`src/rtl/vram_port_arbiter.sv`:
```
// -----------------------------------------------------------------------------
// vram_port_arbiter
//
// Shares the text controller's single-port VRAM (character words plus the
// control register) between the AXI4-Lite host logic and the video
// glyph-fetch logic. Video wins any contested slot so scan-out never stalls.
// A saturating starvation counter forces a host slot once the host has been
// denied STARVE_MAX cycles in a row.
//
// Ports
//   axi_aclk, axi_aresetn   clock, synchronous active-low reset
//   host_req/we/addr/wdata/wstrb
//                           four-phase host request (held until ack is seen)
//   host_ack/rdata/err      one-cycle completion pulse; rdata/err valid with it
//   vid_req/addr            single-cycle video fetch request
//   vid_gnt                 combinational grant in the request cycle
//   vid_rvalid/rdata        fetched word, one cycle after vid_gnt
//   mem_en/we/addr/wdata    BRAM port (driven in the grant cycle)
//   mem_rdata               BRAM read data, one-cycle latency
// -----------------------------------------------------------------------------
module vram_port_arbiter #(
    parameter int ADDR_W     = 10,
    parameter int DATA_W     = 32,
    parameter int NUM_WORDS  = 601,
    parameter int STARVE_MAX = 4
) (
    input  logic              axi_aclk,
    input  logic              axi_aresetn,

    input  logic              host_req,
    input  logic              host_we,
    input  logic [ADDR_W-1:0] host_addr,
    input  logic [DATA_W-1:0] host_wdata,
    input  logic [3:0]        host_wstrb,
    output logic              host_ack,
    output logic [DATA_W-1:0] host_rdata,
    output logic              host_err,

    input  logic              vid_req,
    input  logic [ADDR_W-1:0] vid_addr,
    output logic              vid_gnt,
    output logic              vid_rvalid,
    output logic [DATA_W-1:0] vid_rdata,

    output logic              mem_en,
    output logic [3:0]        mem_we,
    output logic [ADDR_W-1:0] mem_addr,
    output logic [DATA_W-1:0] mem_wdata,
    input  logic [DATA_W-1:0] mem_rdata
);

    localparam int                CNT_W      = (STARVE_MAX < 1) ? 1 : $clog2(STARVE_MAX + 1);
    localparam logic [CNT_W-1:0]  CNT_MAX    = CNT_W'(STARVE_MAX);
    // One extra bit so NUM_WORDS == 2**ADDR_W still compares correctly.
    localparam logic [ADDR_W:0]   ADDR_LIMIT = (ADDR_W + 1)'(NUM_WORDS);

    typedef enum logic [1:0] {
        ST_IDLE,
        ST_WAIT,
        ST_ACK,
        ST_DONE
    } state_e;

    // Who used the BRAM slot last cycle; decides where mem_rdata goes.
    typedef enum logic [2:0] {
        OWN_NONE,
        OWN_VID,
        OWN_HOST_RD,
        OWN_HOST_WR,
        OWN_HOST_ERR
    } owner_e;

    state_e            state_q, state_d;
    owner_e            owner_q, owner_d;
    logic [CNT_W-1:0]  starve_cnt_q, starve_cnt_d;

    logic              host_elig;
    logic              host_force;
    logic              host_win;
    logic              vid_win;
    logic              host_in_range;

    // -------------------------------------------------------------------------
    // State register
    // -------------------------------------------------------------------------
    always_ff @(posedge axi_aclk) begin
        // NOTE: non-blocking assignments here so every flop samples the
        // pre-edge values of the others, independent of statement order.
        if (!axi_aresetn) begin
            state_q      <= ST_IDLE;
            owner_q      <= OWN_NONE;
            starve_cnt_q <= '0;
        end else begin
            state_q      <= state_d;
            owner_q      <= owner_d;
            starve_cnt_q <= starve_cnt_d;
        end
    end

    // -------------------------------------------------------------------------
    // Arbitration and next state
    // -------------------------------------------------------------------------
    always_comb begin
        // NOTE: every variable gets a default before any branch, so no path
        // leaves one unassigned and no latch is inferred.
        state_d      = state_q;
        owner_d      = OWN_NONE;
        starve_cnt_d = starve_cnt_q;

        // Grants are held off while reset is asserted so the BRAM port and
        // vid_gnt stay quiet even if requesters keep driving.
        host_in_range = ({1'b0, host_addr} < ADDR_LIMIT);
        host_elig     = axi_aresetn &&
                        (((state_q == ST_IDLE) && host_req) || (state_q == ST_WAIT));
        host_force    = host_elig && (starve_cnt_q == CNT_MAX);
        vid_win       = axi_aresetn && vid_req && !host_force;
        host_win      = host_elig && !vid_win;

        case (state_q)
            ST_IDLE: begin
                if (host_elig) begin
                    state_d = host_win ? ST_ACK : ST_WAIT;
                end
            end
            ST_WAIT: begin
                if (host_win) begin
                    state_d = ST_ACK;
                end
            end
            ST_ACK: begin
                state_d = host_req ? ST_DONE : ST_IDLE;
            end
            ST_DONE: begin
                if (!host_req) begin
                    state_d = ST_IDLE;
                end
            end
            default: begin
                state_d = ST_IDLE;
            end
        endcase

        if (host_win) begin
            starve_cnt_d = '0;
        end else if (host_elig && (starve_cnt_q != CNT_MAX)) begin
            starve_cnt_d = starve_cnt_q + 1'b1;
        end

        if (vid_win) begin
            owner_d = OWN_VID;
        end else if (host_win) begin
            if (!host_in_range) begin
                owner_d = OWN_HOST_ERR;
            end else if (host_we) begin
                owner_d = OWN_HOST_WR;
            end else begin
                owner_d = OWN_HOST_RD;
            end
        end
    end

    // -------------------------------------------------------------------------
    // Outputs
    // -------------------------------------------------------------------------
    always_comb begin
        vid_gnt   = vid_win;
        mem_en    = 1'b0;
        mem_we    = 4'h0;
        mem_addr  = '0;
        mem_wdata = '0;

        if (vid_win) begin
            mem_en   = 1'b1;
            mem_addr = vid_addr;
        end else if (host_win && host_in_range) begin
            // An out-of-range host grant consumes the slot but never
            // touches the BRAM.
            mem_en   = 1'b1;
            mem_addr = host_addr;
            if (host_we) begin
                mem_we    = host_wstrb;
                mem_wdata = host_wdata;
            end
        end

        host_ack   = (state_q == ST_ACK);
        host_err   = host_ack && (owner_q == OWN_HOST_ERR);
        host_rdata = (host_ack && (owner_q == OWN_HOST_RD)) ? mem_rdata : '0;
        vid_rvalid = (owner_q == OWN_VID);
        vid_rdata  = vid_rvalid ? mem_rdata : '0;
    end

endmodule

```
`config.mk`:
```
export PLATFORM = sky130hd
export DESIGN_NAME = vram_port_arbiter
export DESIGN_NICKNAME = d
export VERILOG_FILES = /design/src/rtl/vram_port_arbiter.sv
export SDC_FILE = /design/constraint.sdc
export NUM_CORES = 1
export LEC_CHECK = 0
export ABC_CLOCK_PERIOD_IN_PS = 2500
export BUFFER_PORTS_ARGS = -buffer_cell sky130_fd_sc_hd__buf_2
export CAP_MARGIN = 20
export CORE_AREA = 2 2 80 82
export DETAILED_ROUTE_END_ITERATION = 10
export DIE_AREA = 0 0 82 84
export GPL_TIMING_DRIVEN = 0
export PLACE_DENSITY = 0.66
export SYNTH_ARGS = -nofsm -noshare
export SYNTH_HDL_FRONTEND = slang
export SYNTH_SLANG_ARGS = --single-unit
```
`constraint.sdc`:
```
create_clock -name axi_aclk -period 2.5 [get_ports axi_aclk]
set_clock_uncertainty 0.1 [all_clocks]
set_input_delay 0.5 -clock axi_aclk [delete_from_list [all_inputs] [get_ports axi_aclk]]
set_output_delay 0.5 -clock axi_aclk [all_outputs]
set_load 0.01 [all_outputs]
```
* Yosys cells after proc, flatten, opt, wreduce, memory -nomap -nowiden
Cells that the tools add are included.
Cells by class: add/subtract/negate cells 1, eq/ne operators 11, order comparisons 1, bitwise gates (word level) 3, multiplexer cells 22, reductions and logical operators 18
Operators with widths (count):
- $mux 32 | 5
- $mux 10 | 2
- $mux 4 | 3
- $logic_and 1x1->1 | 10
- $lt 10x10->1 const B | 1
- $mux 2 | 5
- $pmux 2 s4 | 1
- $eq 3x3->1 const B | 2
- $ne 2x2->1 const B | 3
- $mux 1 | 5
- $eq 2x2->1 const B | 2
- $reduce_or 4->1 | 1
- $add 3x1->3 const B | 1
- $eq 3x1->1 const B | 1
- $eq 3x2->1 const B | 1
- $mux 3 | 1
- $ne 3x3->1 const B | 1
- $not 1->1 | 3
- $reduce_and 3->1 | 1
- $reduce_or 3->1 | 1
- $eq 2x1->1 const B | 1
- $logic_not 1->1 | 2
- $logic_not 2->1 | 1
- $reduce_or 2->1 | 1
- $logic_or 1x1->1 | 1
Storage, ports and cells: output and inout bits 115, bits of input ports 93, word-level logic and storage cells 61, flip-flop bits (word level) 8

* Longest topological paths before layout
Gate-level depths: netlist of run 1.
depth after elaboration 12, mapped depth 6

* Worst setup path before layout of run 1
Ideal clock, no wire load.
kind input to output, start input port host_addr[5], end output port mem_wdata[25], stages on the path 5, buffers on the path 2, path slack 0.341 ns, arrival time 1.559 ns, cells stage by stage a211oi_1 -> o22ai_1 -> clkbuf_1 -> buf_2 -> nor3_1
On the way: word-level cells in the longest chain between the ends 4
RTL lines:
- start, declared | line 32 | input logic [ADDR_W-1:0] host_addr,
- $lt 10x10->1 | line 112 | host_in_range = ({1'b0, host_addr} < ADDR_LIMIT);
- $logic_and 1x1->1 | line 175 | end else if (host_win && host_in_range) begin
- $mux 32 | line 175
- $mux 32 | line 172 | if (vid_win) begin
- end, declared | line 48 | output logic [DATA_W-1:0] mem_wdata,
No other way between the ends.

* Worst setup path after layout of run 1
start input port host_addr[5], end output port mem_wdata[28]
Same word-level chain as after synthesis.

==> report_table.html, run 1 <==
<table>
<tr><th>Metric</th><th>Value</th></tr>
<tr><th colspan="2">Critical path</th></tr>
<tr><td>CP cell instances</td><td>buf_2 &gt; a211oi_2 &gt; o22ai_1 &gt; buf_2 &gt; buf_2 &gt; nor3_1 &gt; buf_2</td></tr>
<tr><td>End of the worst register-to-register path</td><td>owner_q[0]</td></tr>
<tr><td>Biggest cell delay along the critical path</td><td>0.27 ns</td></tr>
<tr><td>Cell mode on critical path</td><td>sky130_fd_sc_hd__buf_2</td></tr>
<tr><td>Worst endpoint required time</td><td>1.90 ns</td></tr>
<tr><td>CP endpoint kind</td><td>output port</td></tr>
<tr><td>Startpoint type of the worst setup path</td><td>input pin</td></tr>
<tr><td>Crit Path Max Fanout</td><td>10</td></tr>
<tr><td>Worst path slowest cell</td><td>sky130_fd_sc_hd__a211oi_2</td></tr>
<tr><td>Arrival time worst endpoint</td><td>1.81 ns</td></tr>
<tr><td>Critical path buffers and inverters</td><td>4</td></tr>
<tr><td>FF-to-FF Start</td><td>state_q[0]</td></tr>
<tr><td>Top Family by Delay on Critical Path</td><td>buffers and inverters</td></tr>
<tr><td>Crit Path Class</td><td>in -&gt; out</td></tr>
<tr><td>Depth of the worst register-to-register path</td><td>4</td></tr>
<tr><td>Total stage count of the critical path</td><td>7</td></tr>
<tr><td>Reg2reg setup slack</td><td>0.98 ns</td></tr>
<tr><th colspan="2">Synth</th></tr>
<tr><td>Post-synth top flop</td><td>sky130_fd_sc_hd__dfxtp_1</td></tr>
<tr><td>Part of the Yosys area used for sequential elements</td><td>11.55%</td></tr>
<tr><td>Combinational family with the most area after synthesis</td><td>simple AND/OR/NAND/NOR gates</td></tr>
<tr><td>Number of synthesized register bits</td><td>8</td></tr>
<tr><td>Area fraction of the dominant cell type after synthesis</td><td>29.78%</td></tr>
<tr><td>Synth area leaders</td><td>sky130_fd_sc_hd__and2_1 30%, sky130_fd_sc_hd__nor3_1 14%, sky130_fd_sc_hd__dfxtp_1 12%</td></tr>
<tr><td>Post-synth EDFFs</td><td>0</td></tr>
<tr><td>Synthesized instance count</td><td>215</td></tr>
<tr><td>Summed instance area of the synthesized netlist</td><td>1386 sq um</td></tr>
<tr><td>Distinct cell type count of the synthesized netlist</td><td>33</td></tr>
<tr><td>Area fraction in compound gates after synthesis</td><td>16.34%</td></tr>
<tr><td>Area share of xor/xnor cells in the synthesized design</td><td>0%</td></tr>
<tr><td>Net count after synthesis</td><td>310</td></tr>
<tr><td>Share of synthesized cell area in and, or, nand and nor gates</td><td>53.07%</td></tr>
<tr><td>Mean post-synth cell area</td><td>6.448 sq um</td></tr>
<tr><td>Mux contribution to synthesized area</td><td>0%</td></tr>
<tr><td>Proportion of register bits with asynchronous set or reset after synthesis</td><td>0%</td></tr>
<tr><td>Post-synthesis cell type with the largest combined area</td><td>sky130_fd_sc_hd__and2_1</td></tr>
<tr><td>Number of synthesis warnings</td><td>0</td></tr>
<tr><td>Synthesized-area fraction occupied by adder cells</td><td>1.805%</td></tr>
<tr><th colspan="2">Finish</th></tr>
<tr><td>Filler cells</td><td>666</td></tr>
<tr><td>Storage element area</td><td>160.2 sq um</td></tr>
<tr><td>Area occupied by multi-input gates</td><td>1017 sq um</td></tr>
<tr><td>Top library cells by usage in the layout, fill and taps aside</td><td>214 x sky130_fd_sc_hd__buf_2, 66 x sky130_fd_sc_hd__and2_1, 40 x sky130_fd_sc_hd__inv_1</td></tr>
<tr><td>Finished Layout Cells</td><td>504</td></tr>
<tr><td>Net count, final</td><td>524</td></tr>
<tr><td>Post-layout utilization of the core</td><td>43.00%</td></tr>
<tr><td>Share of cells above drive strength 1</td><td>54.57%</td></tr>
<tr><td>Leading cell type in the layout, fill and taps excluded</td><td>sky130_fd_sc_hd__buf_2</td></tr>
<tr><td>Area overhead of the layout relative to synthesis</td><td>89.08%</td></tr>
<tr><td>Diodes inserted</td><td>0</td></tr>
<tr><th colspan="2">Drt</th></tr>
<tr><td>Count of nets left with antenna violations after detail routing</td><td>0</td></tr>
<tr><td>Number of remaining DRC errors</td><td>0</td></tr>
<tr><td>Post-DR wirelength/cell</td><td>11.65 um</td></tr>
<tr><td>Router iterations before antenna repair</td><td>4</td></tr>
<tr><td>Initial DRC Count</td><td>36</td></tr>
<tr><td>Total via count after detailed routing</td><td>2236</td></tr>
<tr><td>Average vias per placed instance</td><td>4.437</td></tr>
<tr><td>Post-Route WL</td><td>5870 um</td></tr>
<tr><th colspan="2">Pwr</th></tr>
<tr><td>Logic pwr share</td><td>50.1%</td></tr>
<tr><td>Share of total power in sequential cells</td><td>23.9%</td></tr>
<tr><td>Switching power</td><td>202.9 uW</td></tr>
<tr><td>Worst vdd ir</td><td>151.4 uV</td></tr>
<tr><td>Leakage dissipation</td><td>1.695 nW</td></tr>
<tr><td>Clock network power share</td><td>26.0%</td></tr>
<tr><td>Switch share</td><td>35.01%</td></tr>
<tr><td>Internal portion of total power</td><td>376.6 uW</td></tr>
<tr><td>Power Dens Cells</td><td>221.0 nW/um^2</td></tr>
<tr><th colspan="2">Flow run</th></tr>
<tr><td>Max-capacitance violation count</td><td>0</td></tr>
<tr><th colspan="2">CTS</th></tr>
<tr><td>Number of buffers between clock root and the deepest sink</td><td>2</td></tr>
<tr><td>Number of levels the H-tree was split into</td><td>1</td></tr>
<tr><td>Clock transition at the register clock pins on the worst setup and hold paths after CTS</td><td>0.04 ns</td></tr>
<tr><td>Clock latency reported for the late side of the worst-skew pair</td><td>0.23 ns</td></tr>
<tr><td>Clk sinks</td><td>8</td></tr>
<tr><td>Cell at the root of the clock tree</td><td>sky130_fd_sc_hd__clkbuf_8</td></tr>
<tr><td>Clock buffer count from CTS</td><td>3</td></tr>
<tr><td>CTS tree</td><td>done</td></tr>
<tr><th colspan="2">Timing</th></tr>
<tr><td>Final critical delay including setup and external delays</td><td>2.412 ns</td></tr>
<tr><td>Fraction of the cycle the final worst path needs</td><td>96.47%</td></tr>
<tr><td>Max-slew violation total from the final report</td><td>0</td></tr>
<tr><td>Final count of negative-setup-slack endpoints</td><td>0</td></tr>
<tr><td>Fmax</td><td>414.7 MHz</td></tr>
<tr><td>Relative slew slack</td><td>71.40%</td></tr>
<tr><td>RSZ-0062 raised after global routing</td><td>false</td></tr>
<tr><td>Pin slew with the least headroom to its limit</td><td>0.4272 ns</td></tr>
<tr><td>Final hold violation count</td><td>0</td></tr>
<tr><td>Aggregate negative setup slack</td><td>0 ns</td></tr>
<tr><th colspan="2">Global routing</th></tr>
<tr><td>Antenna violations before repair</td><td>0</td></tr>
<tr><td>Pin count of the biggest net entering global routing</td><td>11</td></tr>
<tr><td>Wire length of the first global-routing pass</td><td>8535 um</td></tr>
<tr><td>Residual overflow from global routing</td><td>0</td></tr>
<tr><td>Total global routing track utilization</td><td>15.37%</td></tr>
<tr><td>Number of global-route vias before repair</td><td>1986</td></tr>
<tr><th colspan="2">Floorplanning</th></tr>
<tr><td>Die Span X</td><td>82 um</td></tr>
<tr><td>Number of placement rows</td><td>29</td></tr>
<tr><td>Initial Util</td><td>22.74%</td></tr>
<tr><td>DIE HEIGHT</td><td>84 um</td></tr>
<tr><td>Placeable core region</td><td>6096 sq um</td></tr>
<tr><td>Die area</td><td>6888 sq um</td></tr>
<tr><td>Total I/O pin count</td><td>208</td></tr>
<tr><th colspan="2">Worst hold path</th></tr>
<tr><td>Start point of the worst hold path</td><td>starve_cnt_q[1]</td></tr>
<tr><td>Hold Path Cell Cnt</td><td>2</td></tr>
<tr><td>Worst min-delay path category</td><td>reg -&gt; reg</td></tr>
<tr><td>Worst min-delay path endpoint</td><td>starve_cnt_q[1]</td></tr>
<tr><th colspan="2">Placed design</th></tr>
<tr><td>Placed Cells incl. Taps</td><td>499</td></tr>
<tr><td>Number of buffer cells added on primary ports</td><td>207</td></tr>
<tr><td>Routability cong.</td><td>0.7944</td></tr>
<tr><td>DP HPWL</td><td>5002 um</td></tr>
<tr><th colspan="2">Status</th></tr>
<tr><td>Run status</td><td>completed</td></tr>
</table>
==> kinds of logic (layout without fill, tap and decap cells) <==
| group | Yosys count | after routing |
|---|---|---|
| AOI/OAI and AO/OA | 27 | 27 |
| adders and majority gates | 2 | 2 |
| buffers and inverters | 56 | 268 |
| DFF | 8 | 8 |
| and+or+nand+nor | 122 | 122 |
==> power groups by stage <==
stage / registers (mW) / logic (mW) / clock network [mW]
after floorplan: 0.139 / 0.136 / 0
after global placement: 0.140 / 0.282 / 0
after detailed placement: 0.140 / 0.283 / 0
after CTS: 0.139 / 0.291 / 0.157
after global routing: 0.139 / 0.322 / 0.171
final: 0.139 / 0.290 / 0.151
==> cell usage after synthesis, drive strengths merged (2+ instances only) <==
master and count:
ha 2, and2 66, nor3b 4, clkbuf 8, a32o 10, a21oi 2
nand2 2, nor2 2, o21ai 3, dfxtp 8, buf 8, a21boi 4
inv 40, nor3 38, nand4 4
==> per-stage QoR <==
stage | hold slack [ns] | worst slack [ns] | total power [mW] | instance area (sq um)
3_5_place_dp | 0.3952 | -0.09363 | 0.4236 | 2519
2_1_floorplan | 0.3721 | 0.3414 | 0.2745 | 1386
4_1_cts | 0.4007 | 0.004410 | 0.5869 | 2601
5_1_grt | 0.4284 | 0.0002429 | 0.6325 | 2621
3_3_place_gp | 0.3866 | -0.05303 | 0.4216 | 2519
6_report | 0.4019 | 0.08837 | 0.5794 | 2621
==> area by class of cell <==
type                       instances  area share (%)
clock buffer                       3           1.575
multi-input combinational        151           38.81
inverter                          40           5.728
buffer                            16           4.010
timing repair buffer             209           40.10
sequential                         8           6.110
tap                               77           3.675
==> sequential cells by signal, summed over array words and instances (netlist names) <==
| signal | count |
|---|---|
| owner_q | 3 |
| state_q | 2 |
| starve_cnt_q | 3 |
==> how the worst max path moves through the flow <==
stage	start	endpoint	slack, ns
floorplan	host_addr[5]	mem_wdata[25]	0.34
detailed placement	host_addr[5]	mem_wdata[28]	-0.09
CTS	starve_cnt_q[0]	mem_wdata[5]	0.004
global route	host_addr[5]	mem_wdata[23]	0.0002
global placement	host_addr[5]	mem_wdata[28]	-0.05
finish	host_addr[5]	mem_wdata[28]	0.09
==> routing by layer <==
| layer | part of all wire (%) | track usage (%) |
|---|---|---|
| met1 | 37 | 14.90 |
| met2 | 51 | 30.89 |
| met3 | 10 | 2.597 |
| met4 | 1.7 | 5.303 |
| met5 | 0 | 0 |
==> tightest hold or removal path: stages, from the launching register on <==
cell                       delay [ns]
sky130_fd_sc_hd__dfxtp_1         0.31
sky130_fd_sc_hd__o21ai_0         0.07
sky130_fd_sc_hd__a21boi_0        0.07
==> repair_timing <==
action / CTS / global route
pin swaps: 0 / 3
endpoints found under the hold margin: 0 / 0
setup endpoints to repair: 65 / 37
hold buffers: 0 / 0
gates cloned: 0 / 0
gates resized for setup: 11 / 6
buffers inserted: 0 / 2
No activity file was read; power rests on OpenSTA's default activity.
==> run 2: changes to the inputs <==
Settings changed: CORE_AREA 2 2 80 82 to unset, CORE_ASPECT_RATIO set to 1.5, CORE_MARGIN set to 10, CORE_UTILIZATION set to 30, DIE_AREA 0 0 82 84 to unset, PLACE_DENSITY 0.66 to 0.82.
==> run 2 against run 1 <==
Power increased by 1.5%. Die area rose by 13%. Cell count shrank 6.2%. Combinational power is 2% higher. Routed wire length is 34% higher. Worst setup slack improved by 0.018 ns. Critical endpoint is now host_rdata[17]. Critical path type is now reg -> out. Hold slack got worse by 0.0022 ns. Non-clock buffer count is 2 lower. Via count up 0.85%.
==> report_table.html, run 2 (synthesis gave the netlist of run 1 again) <==
<table>
<tr><th>Metric</th><th>Value</th></tr>
<tr><th colspan="2">Floorplanning</th></tr>
<tr><td>DIE HEIGHT</td><td>103.3 um (+23%)</td></tr>
<tr><td>Number of placement rows</td><td>30 (+3.4%)</td></tr>
<tr><td>Die Span X</td><td>75.51 um (-7.9%)</td></tr>
<tr><td>Placeable core region</td><td>4504 sq um (-26%)</td></tr>
<tr><td>Total I/O pin count</td><td>208 (unchanged)</td></tr>
<tr><td>Initial Util</td><td>30.78% (+8.0 points)</td></tr>
<tr><td>Die area</td><td>7796 sq um (+13%)</td></tr>
<tr><th colspan="2">Global routing</th></tr>
<tr><td>Total global routing track utilization</td><td>18.15% (+2.8 points)</td></tr>
<tr><td>Number of global-route vias before repair</td><td>2303 (+16%)</td></tr>
<tr><td>Wire length of the first global-routing pass</td><td>11140 um (+31%)</td></tr>
<tr><td>Antenna violations before repair</td><td>0 (unchanged)</td></tr>
<tr><td>Residual overflow from global routing</td><td>0 (unchanged)</td></tr>
<tr><td>Pin count of the biggest net entering global routing</td><td>11 (unchanged)</td></tr>
<tr><th colspan="2">CTS</th></tr>
<tr><td>CTS tree</td><td>done</td></tr>
<tr><td>Hold Buf Count CTS</td><td>0 (unchanged)</td></tr>
<tr><td>Number of levels the H-tree was split into</td><td>1 (unchanged)</td></tr>
<tr><td>Clk sinks</td><td>8 (unchanged)</td></tr>
<tr><td>Clock transition at the register clock pins on the worst setup and hold paths after CTS</td><td>0.04 ns (about the same)</td></tr>
<tr><td>Clock buffer count from CTS</td><td>3 (unchanged)</td></tr>
<tr><td>Cell at the root of the clock tree</td><td>sky130_fd_sc_hd__clkbuf_8</td></tr>
<tr><td>Clock latency reported for the late side of the worst-skew pair</td><td>0.23 ns (about the same)</td></tr>
<tr><td>Number of buffers between clock root and the deepest sink</td><td>2 (unchanged)</td></tr>
<tr><td>Post-CTS setup buffer count</td><td>0 (unchanged)</td></tr>
<tr><th colspan="2">Timing</th></tr>
<tr><td>Final critical delay including setup and external delays</td><td>2.394 ns (-0.01770 ns)</td></tr>
<tr><td>Fmax</td><td>417.7 MHz (+0.74%)</td></tr>
<tr><td>Pin slew with the least headroom to its limit</td><td>0.3763 ns (-0.05090 ns)</td></tr>
<tr><td>Relative slew slack</td><td>74.92% (+3.5 points)</td></tr>
<tr><td>Worst hold margin</td><td>0.3996 ns (-0.002222 ns)</td></tr>
<tr><td>Fraction of the cycle the final worst path needs</td><td>95.76% (-0.71 points)</td></tr>
<tr><td>Final hold violation count</td><td>0 (unchanged)</td></tr>
<tr><td>Max-slew violation total from the final report</td><td>0 (unchanged)</td></tr>
<tr><td>Final count of negative-setup-slack endpoints</td><td>0 (unchanged)</td></tr>
<tr><th colspan="2">Worst hold path</th></tr>
<tr><td>Start point of the worst hold path</td><td>starve_cnt_q[1]</td></tr>
<tr><td>Hold Path Cell Cnt</td><td>2 (unchanged)</td></tr>
<tr><td>Worst min-delay path category</td><td>reg -&gt; reg</td></tr>
<tr><td>Worst min-delay path endpoint</td><td>starve_cnt_q[1]</td></tr>
<tr><th colspan="2">Pwr</th></tr>
<tr><td>Sum of internal, switching and leakage power</td><td>587.8 uW (+1.5%)</td></tr>
<tr><td>Power Dens Cells</td><td>228.4 nW/um^2 (+3.3%)</td></tr>
<tr><td>Leakage dissipation</td><td>1.686 nW (-0.52%)</td></tr>
<tr><td>Worst vdd ir</td><td>174.5 uV (+15%)</td></tr>
<tr><th colspan="2">Critical path</th></tr>
<tr><td>Worst path slowest cell</td><td>sky130_fd_sc_hd__or3b_4</td></tr>
<tr><td>End of the worst register-to-register path</td><td>owner_q[0]</td></tr>
<tr><td>Arrival time worst endpoint</td><td>1.79 ns (-0.02 ns)</td></tr>
<tr><td>Startpoint type of the worst setup path</td><td>register</td></tr>
<tr><td>FF-to-FF Start</td><td>starve_cnt_q[0]</td></tr>
<tr><td>Reg2reg setup slack</td><td>0.97 ns (about the same)</td></tr>
<tr><td>Crit Path Class</td><td>reg -&gt; out</td></tr>
<tr><td>Depth of the worst register-to-register path</td><td>6 (+2)</td></tr>
<tr><td>Biggest cell delay along the critical path</td><td>0.41 ns (+0.14 ns)</td></tr>
<tr><td>Crit Path Max Fanout</td><td>10 (unchanged)</td></tr>
<tr><td>Worst endpoint required time</td><td>1.90 ns (about the same)</td></tr>
<tr><td>CP cell instances</td><td>or3b_4 &gt; nor3b_4 &gt; buf_6 &gt; and2_1 &gt; buf_2</td></tr>
<tr><td>CP endpoint kind</td><td>output port</td></tr>
<tr><th colspan="2">Finish</th></tr>
<tr><td>Filler cells</td><td>429 (-36%)</td></tr>
<tr><td>Top library cells by usage in the layout, fill and taps aside</td><td>212 x sky130_fd_sc_hd__buf_2, 66 x sky130_fd_sc_hd__and2_1, 40 x sky130_fd_sc_hd__inv_1</td></tr>
<tr><td>Share of cells above drive strength 1</td><td>54.59% (about the same)</td></tr>
<tr><td>Diodes inserted</td><td>0 (unchanged)</td></tr>
<tr><td>Finished Layout Cells</td><td>473 (-6.2%)</td></tr>
<tr><td>Area overhead of the layout relative to synthesis</td><td>85.65%</td></tr>
<tr><td>Leading cell type in the layout, fill and taps excluded</td><td>sky130_fd_sc_hd__buf_2</td></tr>
<tr><td>Leading registers by flop count</td><td>owner_q: 3 flops, starve_cnt_q: 3 flops, state_q: 2 flops</td></tr>
<tr><td>Net count, final</td><td>522 (-0.38%)</td></tr>
<tr><th colspan="2">Status</th></tr>
<tr><td>Run status</td><td>completed</td></tr>
<tr><th colspan="2">Drt</th></tr>
<tr><td>Post-DR wirelength/cell</td><td>16.64 um (+43%)</td></tr>
<tr><td>Initial DRC Count</td><td>48 (+33%)</td></tr>
<tr><td>Number of remaining DRC errors</td><td>0 (unchanged)</td></tr>
<tr><td>Count of nets left with antenna violations after detail routing</td><td>0 (unchanged)</td></tr>
<tr><td>Average vias per placed instance</td><td>4.767 (+7.5%)</td></tr>
<tr><td>Post-Route WL</td><td>7872 um (+34%)</td></tr>
<tr><td>Total via count after detailed routing</td><td>2255 (+0.85%)</td></tr>
<tr><td>Router iterations before antenna repair</td><td>4 (unchanged)</td></tr>
<tr><th colspan="2">Placed design</th></tr>
<tr><td>Routability cong.</td><td>0.8127 (+2.3%)</td></tr>
<tr><td>Number of buffer cells added on primary ports</td><td>207 (unchanged)</td></tr>
<tr><td>DP HPWL</td><td>7009 um (+40%)</td></tr>
<tr><td>Placed Cells incl. Taps</td><td>470 (-5.8%)</td></tr>
<tr><th colspan="2">Flow run</th></tr>
<tr><td>Max-capacitance violation count</td><td>0 (unchanged)</td></tr>
</table>
run 2: cell count changes in the layout (fill, tap and decap cells not counted):
| cell | change |
|---|---|
| sky130_fd_sc_hd__clkbuf_8 | -1 |
| sky130_fd_sc_hd__buf_2 | -2 |
| sky130_fd_sc_hd__nor3_1 | -1 |
| sky130_fd_sc_hd__clkbuf_4 | +1 |
| sky130_fd_sc_hd__nor3_2 | +1 |
run 2: critical path, delay by kind of cell, from the launching register on:
kind	cells	cell delay [ns]
buf+inv	2	0.31
flops	1	0.37
simple gates	3	0.87
run 2: layer usage:
metal  GRT usage, %  vias to the layer above  share of wire, %
met2          33.36                      160                48
met5              0                        -                 0
met3          12.03                        2                20
li1               -                     1120                 -
met1          15.92                      973                32
met4          3.443                        0              0.29
run 2: timing repair:
item	in CTS	in global routing
gates resized for setup	9	12
setup endpoints to repair	41	36
pin swaps	0	1
cloned	0	0
run 2: worst max-delay path by stage:
stage / startpoint / endpoint / slack, ns
final: state_q[1] / host_rdata[17] / 0.11
after global routing: starve_cnt_q[0] / mem_wdata[21] / -0.001
after CTS: host_addr[5] / mem_wdata[28] / 0.02
after detailed placement: host_addr[5] / mem_wdata[28] / -0.04
after global placement: axi_aresetn / mem_wdata[28] / -0.04
after floorplan: host_addr[5] / mem_wdata[25] / 0.34
run 2: final cells by class:
class	count	area [sq um]	share of cell area, %
buffer	16	103.9	4.035
multi-input combinational	151	1022	39.72
tap	48	60.06	2.333
timing repair buffer	207	1036	40.25
clock buffer	3	41.29	1.604
sequential	8	160.2	6.223
inverter	40	150.1	5.834
run 2: where the power goes:
group          switching (mW)  internal, mW
Clock                  0.0492         0.104
Combinational           0.158         0.138
Sequential            0.00482         0.134
run 2: stage by stage:
step                      worst slack, ns  utilization, %  setup TNS, ns  cell area, sq um
final                              0.1061           57.14              0              2574
after global routing            -0.001129           57.14      -0.001129              2574
after CTS                         0.01687           56.69              0              2554
after detailed placement         -0.04219           55.11        -0.1371              2482
after global placement           -0.03800           55.11        -0.1849              2482
after floorplan                    0.3414               -              0              1386
==> run 3: changes to the inputs <==
Settings changed: PLACE_DENSITY 0.82 to 0.84.
==> run 3 against run 2 <==
Combinational power increased by 4%. Critical path type unchanged. Power rose by 3.4%. Design area increased by 2.4%. Clock power increased by 5%. Sequential power about the same. Non-clock buffer count increased by 2. First-iteration DRC count shrank 27%. Die area did not move. Sequential share of layout area decreased by 0.14 points.
==> report_table.html, run 3 (synthesis gave the netlist of run 1 again) <==
<table>
<tr><th>Metric</th><th>Value</th></tr>
<tr><th colspan="2">Finish</th></tr>
<tr><td>Net count, final</td><td>525 (+0.57%)</td></tr>
<tr><td>Top library cells by usage in the layout, fill and taps aside</td><td>211 x sky130_fd_sc_hd__buf_2, 66 x sky130_fd_sc_hd__and2_1, 40 x sky130_fd_sc_hd__inv_1</td></tr>
<tr><td>Leading cell type in the layout, fill and taps excluded</td><td>sky130_fd_sc_hd__buf_2</td></tr>
<tr><td>Filler cells</td><td>433 (+0.93%)</td></tr>
<tr><td>Area overhead of the layout relative to synthesis</td><td>90.07%</td></tr>
<tr><td>Diodes inserted</td><td>0 (unchanged)</td></tr>
<tr><td>Share of cells above drive strength 1</td><td>55.37% (+0.79 points)</td></tr>
<tr><td>Leading registers by flop count</td><td>owner_q: 3 flops, starve_cnt_q: 3 flops, state_q: 2 flops</td></tr>
<tr><td>Finished Cell Area</td><td>2635 sq um (+2.4%)</td></tr>
<tr><td>Post-layout utilization of the core</td><td>58.50% (+1.4 points)</td></tr>
<tr><th colspan="2">Drt</th></tr>
<tr><td>Post-DR wirelength/cell</td><td>17.06 um (+2.5%)</td></tr>
<tr><td>Initial DRC Count</td><td>35 (-27%)</td></tr>
<tr><td>Count of nets left with antenna violations after detail routing</td><td>0 (unchanged)</td></tr>
<tr><td>Router iterations before antenna repair</td><td>4 (unchanged)</td></tr>
<tr><td>Average vias per placed instance</td><td>4.767 (about the same)</td></tr>
<tr><td>Total via count after detailed routing</td><td>2269 (+0.62%)</td></tr>
<tr><td>Number of remaining DRC errors</td><td>0 (unchanged)</td></tr>
<tr><td>Post-Route WL</td><td>8121 um (+3.2%)</td></tr>
<tr><th colspan="2">Timing</th></tr>
<tr><td>Fraction of the cycle the final worst path needs</td><td>96.95% (+1.2 points)</td></tr>
<tr><td>Worst Setup Slack, final</td><td>0.07635 ns (-0.02972 ns)</td></tr>
<tr><td>Relative slew slack</td><td>67.42% (-7.5 points)</td></tr>
<tr><td>Aggregate negative setup slack</td><td>0 ns (unchanged)</td></tr>
<tr><td>Final count of negative-setup-slack endpoints</td><td>0 (unchanged)</td></tr>
<tr><td>Pin slew with the least headroom to its limit</td><td>0.4887 ns (+0.1125 ns)</td></tr>
<tr><td>Final hold violation count</td><td>0 (unchanged)</td></tr>
<tr><td>Max-slew violation total from the final report</td><td>0 (unchanged)</td></tr>
<tr><td>Fmax</td><td>412.6 MHz (-1.2%)</td></tr>
<tr><td>Final critical delay including setup and external delays</td><td>2.424 ns (+0.02972 ns)</td></tr>
<tr><th colspan="2">Status</th></tr>
<tr><td>Run status</td><td>completed</td></tr>
<tr><th colspan="2">Global routing</th></tr>
<tr><td>Total global routing track utilization</td><td>18.26% (+0.10 points)</td></tr>
<tr><td>Residual overflow from global routing</td><td>0 (unchanged)</td></tr>
<tr><td>Pin count of the biggest net entering global routing</td><td>11 (unchanged)</td></tr>
<tr><td>Wire length of the first global-routing pass</td><td>11210 um (+0.56%)</td></tr>
<tr><td>Antenna violations before repair</td><td>0 (unchanged)</td></tr>
<tr><td>Number of global-route vias before repair</td><td>2285 (-0.78%)</td></tr>
<tr><th colspan="2">Critical path</th></tr>
<tr><td>Worst endpoint required time</td><td>1.90 ns (about the same)</td></tr>
<tr><td>FF-to-FF Start</td><td>state_q[0]</td></tr>
<tr><td>Crit Path Max Fanout</td><td>10 (unchanged)</td></tr>
<tr><td>Crit Path Class</td><td>reg -&gt; out</td></tr>
<tr><td>Startpoint type of the worst setup path</td><td>register</td></tr>
<tr><td>CP endpoint kind</td><td>output port</td></tr>
<tr><td>Depth of the worst register-to-register path</td><td>4 (-2)</td></tr>
<tr><td>End of the worst register-to-register path</td><td>owner_q[0]</td></tr>
<tr><td>Arrival time worst endpoint</td><td>1.82 ns (+0.03 ns)</td></tr>
<tr><td>Reg2reg setup slack</td><td>0.94 ns (-0.03 ns)</td></tr>
<tr><th colspan="2">CTS</th></tr>
<tr><td>Clock transition at the register clock pins on the worst setup and hold paths after CTS</td><td>0.04 ns (about the same)</td></tr>
<tr><td>Number of levels the H-tree was split into</td><td>1 (unchanged)</td></tr>
<tr><td>Number of buffers between clock root and the deepest sink</td><td>2 (unchanged)</td></tr>
<tr><td>Clk sinks</td><td>8 (unchanged)</td></tr>
<tr><td>Clock latency reported for the late side of the worst-skew pair</td><td>0.24 ns (about the same)</td></tr>
<tr><td>Clock buffer count from CTS</td><td>3 (unchanged)</td></tr>
<tr><td>Hold Buf Count CTS</td><td>0 (unchanged)</td></tr>
<tr><td>CTS tree</td><td>done</td></tr>
<tr><td>Cell at the root of the clock tree</td><td>sky130_fd_sc_hd__clkbuf_8</td></tr>
<tr><th colspan="2">Worst hold path</th></tr>
<tr><td>Worst min-delay path endpoint</td><td>starve_cnt_q[1]</td></tr>
<tr><td>Start point of the worst hold path</td><td>starve_cnt_q[1]</td></tr>
<tr><td>Hold Path Cell Cnt</td><td>2 (unchanged)</td></tr>
<tr><td>Worst min-delay path category</td><td>reg -&gt; reg</td></tr>
<tr><th colspan="2">Floorplanning</th></tr>
<tr><td>Number of placement rows</td><td>30 (unchanged)</td></tr>
<tr><td>Die area</td><td>7796 sq um (unchanged)</td></tr>
<tr><td>Die Span X</td><td>75.51 um (unchanged)</td></tr>
<tr><td>Initial Util</td><td>30.78% (unchanged)</td></tr>
<tr><td>Placeable core region</td><td>4504 sq um (unchanged)</td></tr>
<tr><td>DIE HEIGHT</td><td>103.3 um (unchanged)</td></tr>
<tr><td>Total I/O pin count</td><td>208 (unchanged)</td></tr>
<tr><th colspan="2">Placed design</th></tr>
<tr><td>Number of buffer cells added on primary ports</td><td>207 (unchanged)</td></tr>
<tr><td>Routability cong.</td><td>0.8471 (+4.2%)</td></tr>
<tr><td>Worst slack at placement</td><td>-0.07887 ns (-0.03668 ns)</td></tr>
<tr><td>Total cell area at the placement stage</td><td>2482 sq um (unchanged)</td></tr>
<tr><td>DP HPWL</td><td>6963 um (-0.65%)</td></tr>
<tr><th colspan="2">Pwr</th></tr>
<tr><td>Worst vdd ir</td><td>113.9 uV (-35%)</td></tr>
<tr><td>Power Dens Cells</td><td>230.6 nW/um^2 (+0.97%)</td></tr>
<tr><td>Leakage dissipation</td><td>1.708 nW (+1.3%)</td></tr>
<tr><th colspan="2">Flow run</th></tr>
<tr><td>Max-capacitance violation count</td><td>0 (unchanged)</td></tr>
</table>
==> run 3: cell count changes in the layout (fill, tap and decap cells not counted) <==
cell,previous run,this run
sky130_fd_sc_hd__a21bo_1,1,0
sky130_fd_sc_hd__nor3_1,36,35
sky130_fd_sc_hd__buf_2,212,211
sky130_fd_sc_hd__a21bo_4,0,1
sky130_fd_sc_hd__a21boi_4,0,1
sky130_fd_sc_hd__nor3_4,0,1
sky130_fd_sc_hd__nand4_2,0,1
sky130_fd_sc_hd__a21boi_2,1,0
sky130_fd_sc_hd__clkbuf_8,3,4
sky130_fd_sc_hd__clkbuf_4,1,3
==> run 3: cell type report <==
type | count | area (sq um) | area share (%)
buffer | 16 | 112.6 | 4.273
timing repair buffer | 209 | 1051 | 39.89
tap | 48 | 60.06 | 2.279
sequential | 8 | 160.2 | 6.078
clock buffer | 3 | 41.29 | 1.567
inverter | 40 | 150.1 | 5.698
multi-input combinational | 152 | 1060 | 40.22
==> run 3: worst max-delay path by stage <==
stage | from | endpoint | slack (ns)
after floorplan | host_addr[5] | mem_wdata[25] | 0.34
after global placement | axi_aresetn | mem_wdata[11] | -0.04
after detailed placement | axi_aresetn | mem_wdata[11] | -0.08
after CTS | starve_cnt_q[0] | mem_wdata[13] | 0.02
after global routing | starve_cnt_q[0] | mem_wdata[26] | -0.01
final | starve_cnt_q[0] | mem_wdata[13] | 0.08
==> run 3: timing repair <==
action | in CTS | in global routing
buffers inserted | 0 | 2
pin swaps | 1 | 2
hold endpoints to repair | 0 | 0
resized for setup | 11 | 15
setup endpoints to repair | 37 | 63
gates cloned | 0 | 1
==> run 3: layer usage <==
metal  up-vias  wire length, um  GRT usage, %
met5         -                0             0
met4         0              103         4.304
met3        11             1479         11.84
met2       155             3998         34.08
met1       971             2540         15.39
li1       1132                -             -
==> run 3: metrics by stage <==
step                      power [mW]  hold WS [ns]  instances
after floorplan               0.2745        0.3721        215
after global placement        0.4250        0.3877        470
after detailed placement      0.4311        0.3959        470
after CTS                     0.5990        0.4016        473
after global routing          0.6508        0.4576        476
final                         0.6077        0.4006        476
==> run 3: power breakdown <==
| group | total [mW] | internal, mW | switching (mW) | leakage, nW |
|---|---|---|---|---|
| logic | 0.309 | 0.143 | 0.166 | 1.62 |
| registers | 0.139 | 0.134 | 0.00506 | 0.0654 |
| clock network | 0.160 | 0.105 | 0.0553 | 0.0216 |
| total | 0.608 | 0.381 | 0.226 | 1.71 |
==> run 3: critical path, stage by stage, from the launching register on <==
cell and delay (ns):
sky130_fd_sc_hd__dfxtp_1 0.32, sky130_fd_sc_hd__inv_1 0.08, sky130_fd_sc_hd__ha_2 0.26, sky130_fd_sc_hd__a21bo_4 0.19, sky130_fd_sc_hd__nand4_4 0.14, sky130_fd_sc_hd__clkbuf_8 0.22, sky130_fd_sc_hd__nor3_1 0.20, sky130_fd_sc_hd__buf_2 0.18
